==> src/rtl/uart_tx_if.sv <==
// Byte-send handshake and serial line of the UART transmitter.
// The master side requests frames; the slave side (uart_tx) drives the line and status.
interface uart_tx_if;
  logic [7:0] in_data;
  logic       in_send_en;
  logic       out_tx;
  logic       out_bs;
  logic       out_rd;

  modport master (
    output in_data,
    output in_send_en,
    input  out_tx,
    input  out_bs,
    input  out_rd
  );

  modport slave (
    input  in_data,
    input  in_send_en,
    output out_tx,
    output out_bs,
    output out_rd
  );
endinterface

==> src/rtl/uart_tx.sv <==
// UART transmitter: LSB-first 8N1/8N2 framing with registered line and status outputs.
// Optional even-parity bit between data and stop bits is enabled by defining UART_TX_PARITY_EN.
module uart_tx #(
  parameter int CLK_FREQ_HZ = 27000000,
  parameter int BAUD_RATE   = 115200,
  parameter int STOP_BITS   = 1
) (
  input  logic     in_clk,
  input  logic     in_rst,
  uart_tx_if.slave bus
);

  localparam int CPB   = CLK_FREQ_HZ / BAUD_RATE;
  localparam int CNT_W = (CPB > 2) ? $clog2(CPB) : 1;

  localparam logic [CNT_W-1:0] CNT_LAST  = CNT_W'(CPB - 1);
  localparam logic [2:0]       STOP_LAST = 3'(STOP_BITS - 1);

  if (CPB < 2 || (STOP_BITS != 1 && STOP_BITS != 2)) begin : g_param_check
    $error("uart_tx: CLK_FREQ_HZ/BAUD_RATE must be >= 2 and STOP_BITS must be 1 or 2");
  end

  typedef enum logic [2:0] {
    IDLE,
    START,
    DATA,
`ifdef UART_TX_PARITY_EN
    PARITY,
`endif
    STOP
  } state_t;

  state_t           state;
  logic [CNT_W-1:0] baud_cnt;
  logic [2:0]       bit_idx;
  logic [7:0]       shift_reg;
`ifdef UART_TX_PARITY_EN
  logic             parity_bit;
`endif

  logic bit_end;
  assign bit_end = (baud_cnt == CNT_LAST);

  // NOTE: every register here uses <= so all updates in a cycle see the pre-edge values.
  always_ff @(posedge in_clk) begin
    if (in_rst) begin
      state       <= IDLE;
      baud_cnt    <= '0;
      bit_idx     <= '0;
      shift_reg   <= '0;
`ifdef UART_TX_PARITY_EN
      parity_bit  <= 1'b0;
`endif
      bus.out_tx  <= 1'b1;
      bus.out_bs  <= 1'b0;
      bus.out_rd  <= 1'b0;
    end else begin
      bus.out_rd <= 1'b0;
      if (state == IDLE) begin
        if (bus.in_send_en) begin
          shift_reg  <= bus.in_data;
`ifdef UART_TX_PARITY_EN
          parity_bit <= ^bus.in_data;
`endif
          baud_cnt   <= '0;
          bit_idx    <= '0;
          state      <= START;
          bus.out_tx <= 1'b0;
          bus.out_bs <= 1'b1;
        end
      end else if (!bit_end) begin
        baud_cnt <= baud_cnt + CNT_W'(1);
      end else begin
        // Bit boundary: the line value for the next bit period is loaded here.
        baud_cnt <= '0;
        unique case (state)
          START: begin
            state      <= DATA;
            bus.out_tx <= shift_reg[0];
            shift_reg  <= {1'b0, shift_reg[7:1]};
          end
          DATA: begin
            if (bit_idx == 3'd7) begin
              bit_idx    <= '0;
`ifdef UART_TX_PARITY_EN
              state      <= PARITY;
              bus.out_tx <= parity_bit;
`else
              state      <= STOP;
              bus.out_tx <= 1'b1;
`endif
            end else begin
              bit_idx    <= bit_idx + 3'd1;
              bus.out_tx <= shift_reg[0];
              shift_reg  <= {1'b0, shift_reg[7:1]};
            end
          end
`ifdef UART_TX_PARITY_EN
          PARITY: begin
            state      <= STOP;
            bus.out_tx <= 1'b1;
          end
`endif
          STOP: begin
            // bit_idx is reused to count stop bits.
            if (bit_idx == STOP_LAST) begin
              bit_idx    <= '0;
              state      <= IDLE;
              bus.out_bs <= 1'b0;
              bus.out_rd <= 1'b1;
            end else begin
              bit_idx <= bit_idx + 3'd1;
            end
          end
          default: begin
            state      <= IDLE;
            bus.out_tx <= 1'b1;
            bus.out_bs <= 1'b0;
          end
        endcase
      end
    end
  end

endmodule
==> src/flat_wrapper.sv <==
// flat-port wrapper written by rule: the top's interface ports become plain ports
module uart_tx_flat 
#(
  parameter int CLK_FREQ_HZ = 27000000,
  parameter int BAUD_RATE   = 115200,
  parameter int STOP_BITS   = 1
)
  (in_clk, in_rst, bus_in_data, bus_in_send_en, bus_out_tx, bus_out_bs, bus_out_rd);
  uart_tx_if bus_i ();
  input  logic in_clk;
  input  logic in_rst;
  input wire logic [$bits(bus_i.in_data)-1:0] bus_in_data;
  input wire logic [$bits(bus_i.in_send_en)-1:0] bus_in_send_en;
  output wire logic [$bits(bus_i.out_tx)-1:0] bus_out_tx;
  output wire logic [$bits(bus_i.out_bs)-1:0] bus_out_bs;
  output wire logic [$bits(bus_i.out_rd)-1:0] bus_out_rd;
  assign bus_i.in_data = bus_in_data;
  assign bus_i.in_send_en = bus_in_send_en;
  assign bus_out_tx = bus_i.out_tx;
  assign bus_out_bs = bus_i.out_bs;
  assign bus_out_rd = bus_i.out_rd;
  uart_tx #(.CLK_FREQ_HZ(CLK_FREQ_HZ), .BAUD_RATE(BAUD_RATE), .STOP_BITS(STOP_BITS)) u_core (.in_clk(in_clk), .in_rst(in_rst), .bus(bus_i));
endmodule
==> config.mk <==
export PLATFORM = sky130hd
export DESIGN_NAME = uart_tx_flat
export DESIGN_NICKNAME = d
export VERILOG_FILES = /design/src/rtl/uart_tx_if.sv /design/src/rtl/uart_tx.sv /design/src/flat_wrapper.sv
export SDC_FILE = /design/constraint.sdc
export NUM_CORES = 1
export LEC_CHECK = 0
export BUFFER_PORTS_ARGS = -buffer_cell sky130_fd_sc_hd__buf_2
export CORE_MARGIN = 4
export CORE_UTILIZATION = 30
export CTS_CLUSTER_DIAMETER = 40
export CTS_CLUSTER_SIZE = 14
export DETAILED_ROUTE_END_ITERATION = 7
export SETUP_SLACK_MARGIN = 0.3
export SLEW_MARGIN = 15
export SYNTH_ARGS = -nofsm -noshare
export SYNTH_HDL_FRONTEND = slang
export SYNTH_SLANG_ARGS = --single-unit
export TNS_END_PERCENT = 30
==> constraint.sdc <==
create_clock -name in_clk -period 2.3 [get_ports in_clk]
set_input_delay 0.115 -clock in_clk [delete_from_list [all_inputs] [get_ports in_clk]]
set_output_delay 0.115 -clock in_clk [all_outputs]
set_load 0.005 [all_outputs]
After elaboration in Yosys (flattened, before gate mapping):

Index checks and enable logic that the tools add are counted.

* bitwise operators: 2
* mux-type cells: 31
* equal/unequal tests: 11
* reductions and logical operators: 12
* $add $sub $neg: 2

Operator list (number)
* $mux W8: 7
* $mux W3: 10
* $pmux W8 S2: 1
* $reduce_and A4 Y1: 3
* $mux W1: 9
* $pmux W3 S3: 1
* $add A8 B1 Y8 const B: 1
* $eq A8 B8 Y1 const B: 1
* $eq A3 B2 Y1 const B: 2
* $logic_not A3 Y1: 2
* $ne A3 B1 Y1 const B: 2
* $pmux W3 S2: 1
* $reduce_and A3 Y1: 2
* $reduce_bool A3 Y1: 2
* $ne A2 B1 Y1 const B: 2
* $reduce_or A4 Y1: 1
* $add A3 B1 Y3 const B: 1
* $eq A3 B1 Y1 const B: 1
* $eq A3 B3 Y1 const B: 1
* $ne A3 B2 Y1 const B: 1
* $pmux W1 S3: 1
* $ne A2 B2 Y1 const B: 1
* $not A1 Y1: 2
* $pmux W1 S2: 1
* 2 further kinds: 2

* input port bits: 11
* output and inout bits: 3
* word-level logic and storage cells: 65
* flip-flop bits (word level): 25

Longest topological paths before layout:

* depth in word-level cells: 5
* gate-level depth with buffers: 8
* mapped depth without buffers: 6

Worst setup path after synthesis:

No wires, ideal clock.

* kind: register to register
* start point: register u_core.state[1]
* end point: register u_core.shift_reg[2]
* slack: 483 ps
* clock period less this slack: 1817 ps
* buffers on the path: 2
* setup time: 86 ps
* cell stages (with the launch flop): 9
* data arrival time: 1732 ps
* data required time: 2214 ps
* path through: dfxtp_1 -> inv_1 -> ha_1 -> buf_2 -> a211o_1 -> o32ai_4 -> buf_6 -> nor2_1 -> a211oi_1

* word-level cells in the longest chain between the ends: 4
* elaborated cells on any way between the ends: 11
* classes of those cells: 4 x eq/ne; 3 x mux; 4 x reduce/logical

RTL lines
* start, declared: RTL line uart_tx.sv:33 `state_t state;`
* start signal, assigned: RTL line uart_tx.sv:47 `state <= IDLE;`
* start signal, assigned: RTL line uart_tx.sv:67 `state <= START;`
* start signal, assigned: RTL line uart_tx.sv:78 `state <= DATA;`
* $eq A3 B2 Y1 or $eq A3 B1 Y1 (tied branches): RTL line uart_tx.sv:76 `unique case (state)`
* $pmux W8 S2: RTL line uart_tx.sv:76
* $mux W8: RTL line uart_tx.sv:71 `end else if (!bit_end) begin`
* $mux W8: RTL line uart_tx.sv:59 `if (state == IDLE) begin`
* end signal, assigned: RTL line uart_tx.sv:61 `shift_reg <= bus.in_data;`
* end signal, assigned: RTL line uart_tx.sv:80 `shift_reg <= {1'b0, shift_reg[7:1]};`
* end signal, assigned: RTL line uart_tx.sv:95 `shift_reg <= {1'b0, shift_reg[7:1]};`
* end, declared: RTL line uart_tx.sv:36 `logic [7:0] shift_reg;`

Parallel ways exist; a longest one is shown, timed or not. The select of a mux whose other input is x is not followed.
A chain may end at the register's enable or synchronous reset.

Final worst setup path:

* start point: register u_core.state[1]
* end point: register u_core.bit_idx[0]

* word-level cells in the longest chain between the ends: 4
* elaborated cells on any way between the ends: 10
* classes of those cells: 3 x eq/ne; 3 x mux; 4 x reduce/logical

RTL lines
* $eq A3 B2 Y1: RTL line uart_tx.sv:76
* $pmux W3 S2: RTL line uart_tx.sv:76
* $mux W3: RTL line uart_tx.sv:71
* $mux W3: RTL line uart_tx.sv:59
* end signal, assigned: RTL line uart_tx.sv:93 `bit_idx <= bit_idx + 3'd1;`
* end signal, assigned: RTL line uart_tx.sv:112 `bit_idx <= bit_idx + 3'd1;`
* end, declared: RTL line uart_tx.sv:35 `logic [2:0] bit_idx;`

Parallel ways exist; a longest one is shown, timed or not. The select of a mux whose other input is x is not followed.

==> results.toml <==
[outcome]
status = "finished clean"

[detailed_routing]
wire_per_inst_um = 13.7
ant_nets = 0
first_pass_iters = 4
wl_um = 3080
drc = 0
drt_iter0_markers = 85
routed_via_density = 5.19
vias = 1163

[sta]
min_period_ps = 1900
tightest_slew_ps = 566
slew_violations = 0
hold_viol = 0
max_slew_margin_pct = 62.0
finalSetupViolCount = 0
fin_tns_setup_ps = 0
min_period_over_period_pct = 82.7
fin_ws_ps = 397
grt_setup_unrepaired = "false"
finClkSkew_ps = 9.24
max_freq_ghz = 0.525

[cells_and_area]
mostFrequentLayoutCells = "dfxtp_1, nor2_1, nand2_1, buf_2"
antennaDiodeCount = 0
final_common_cell = "dfxtp_1"
nets = 194
areaGrowthSynthToFinish_pct = 12.9
fillers = 466
final_area_mm2 = 0.00163
drive_gt1_share_pct = 17.4

[logic_synthesis]
synthArstFlopShare_pct = 0
yosysUniqueCellTypes = 44
synth_warnings = 0
syn-num-nets = 180
synthCells = 159
synthFlopType = "dfxtp_1"
netlist_area_mm2 = 0.00144
synth_edf_count = 0
ys_seq_area_share_pct = 33.4
syn_area_per_cell_um2 = 9.06
synth-seq-cells = 24

[die]
die_y_um = 77.3
start_util_pct = 32.0
die_area_mm2 = 0.00597
die_w_um = 77.3
io_pins = 14
coreArea_mm2 = 0.00450
num_rows = 24

[placed_design]
hpwl_um = 2120
portBuffers = 13
gp_congestion = 0.803
placed_area_mm2 = 0.00153
pre_cts_ws_ps = 236

[run]
cap_violations = 0

[setup_path]
reg2reg_slack_ps = 400
path_cells = "inv_1, ha_2, nor2b_2, or3_1, o31ai_4, mux2_4"
required_ps = 2470
crit_path_end_kind = "register"
worstPathMaxFanout = 6
ff2ff_path_depth = 6
path_delay_family = "simple AND/OR/NAND/NOR gates"
cp.depth = 6
cp_data_arrival_time_ps = 2070
critPathLaunchType = "register"
critical_path_class = "register to register"
slowest_delay_ps = 420
crit_slowest_cell = "dfxtp_1"
crit_buf_inv = 1

[clock_tree]
numCtsBuffers = 3
clkLatencyLatePin_ps = 270
cts.clk_slew.worst_paths_ps = 90
h-tree-depth = 1
cts.sinks = 24
clockRootBuffer = "clkbuf_8"
cts_tree = "yes"
clock_path_buffers = 2

[pwr]
p_total_uw = 1020
ir_drop_mv = 0.286
p_per_area_mw_per_mm2 = 624
p_leak_uw = 0.000660

[grt]
grt_pass1_wl_um = 5380
grt_start_max_net_pins = 27
first_global_vias = 1132
track_usage_pct = 10.9
overflow = 0
antenna_found_initial = 0

[min_path]
worst_hold_path_type = "input pin to register"
hold_depth = 3
[worst reg2reg max path, delay by kind of cell, from the launching register on]
family / cells / cell delay, ps
AO/OA/AOI/OAI: 1 / 110
adder cells (fa/ha/maj): 1 / 230
buffers and inverters: 1 / 130
flip-flops: 1 / 420
multiplexers: 1 / 330
AND/OR/NAND/NOR: 2 / 580
[kinds of logic (layout without fill, tap and decap cells)]
kind of cell,Yosys count,after routing,synth area share [%]
AND/OR/NAND/NOR,59,59,21.1
AO/OA/AOI/OAI,34,34,20.8
flip-flops,24,24,33.4
buffers and inverters,17,30,5.65
multiplexers,11,11,7.99
adder cells (fa/ha/maj),10,10,8.69
XOR/XNOR,4,4,2.43
[path summary, 6_finish.rpt]
check	start	endpoint
worst min-delay path	bus_in_data[1]	u_core.shift_reg[1]
worst min register to register	u_core.bus.out_bs	u_core.bus.out_bs
worst max register to register	u_core.state[1]	u_core.bit_idx[0]
worst max-delay path	u_core.state[1]	u_core.bit_idx[0]
[power breakdown]
part	internal [µW]	switching, µW	total, µW
clock	153	143	296
sequential	450	31.8	482
combinational	109	129	237
[synthesized netlist by cell type, types with 2 or more instances]
| master | n | area [µm²] |
|---|---|---|
| nand2_1 | 15 | 56.3 |
| buf_1 | 2 | 7.51 |
| a211oi_1 | 7 | 52.6 |
| xor2_1 | 3 | 26.3 |
| a221oi_1 | 4 | 35.0 |
| nor2_1 | 18 | 67.6 |
| mux2i_1 | 10 | 100 |
| a21oi_1 | 4 | 20.0 |
| buf_6 | 2 | 22.5 |
| ha_1 | 10 | 125 |
| or2b_1 | 2 | 15.0 |
| or3_1 | 3 | 18.8 |
| o21ai_0 | 2 | 10.0 |
| buf_2 | 2 | 10.0 |
| nand2b_1 | 2 | 12.5 |
| nand3_1 | 5 | 25.0 |
| inv_1 | 10 | 37.5 |
| and2_1 | 2 | 12.5 |
| dfxtp_1 | 24 | 480 |
| a32o_1 | 3 | 30.0 |
| nor3_1 | 5 | 25.0 |
| a2111oi_0 | 2 | 17.5 |
[stage by stage]
stage / utilization, % / std cells / hold WS, ps
final: 36.1 / 224 / 185
after global routing: 36.1 / 224 / 188
after CTS: 35.6 / 224 / 179
after detailed placement: 34.1 / 218 / 457
after global placement: 34.1 / 218 / 470
after floorplan: - / 159 / 299
[area by class of cell]
class                      count  area [µm²]  share of cell area (%)
multi-input combinational    118         892                    54.8
sequential                    24         482                    29.6
timing repair buffer          16        95.1                    5.85
tap                           52        65.1                    4.00
clock buffer                   4        55.1                    3.38
inverter                      10        37.5                    2.31
[routing by layer]
layer | up-vias | part of all wire [%] | global-route usage [%] | wire length (µm)
li1 | 604 | - | - | -
met2 | 24 | 45 | 17.1 | 1380
met5 | - | 0 | 0 | 0
met4 | 0 | 0.68 | 2.14 | 21
met1 | 531 | 50 | 15.0 | 1530
met3 | 4 | 4.8 | 2.93 | 149
[what timing repair did]
action / 4_1_cts / 5_1_grt
buffers inserted: 2 / 0
pin swaps: 1 / 0
gates resized for setup: 0 / 8
hold buffers: 0 / 0
endpoints found under the setup margin: 7 / 11
No activity file was read; power rests on OpenSTA's default activity.
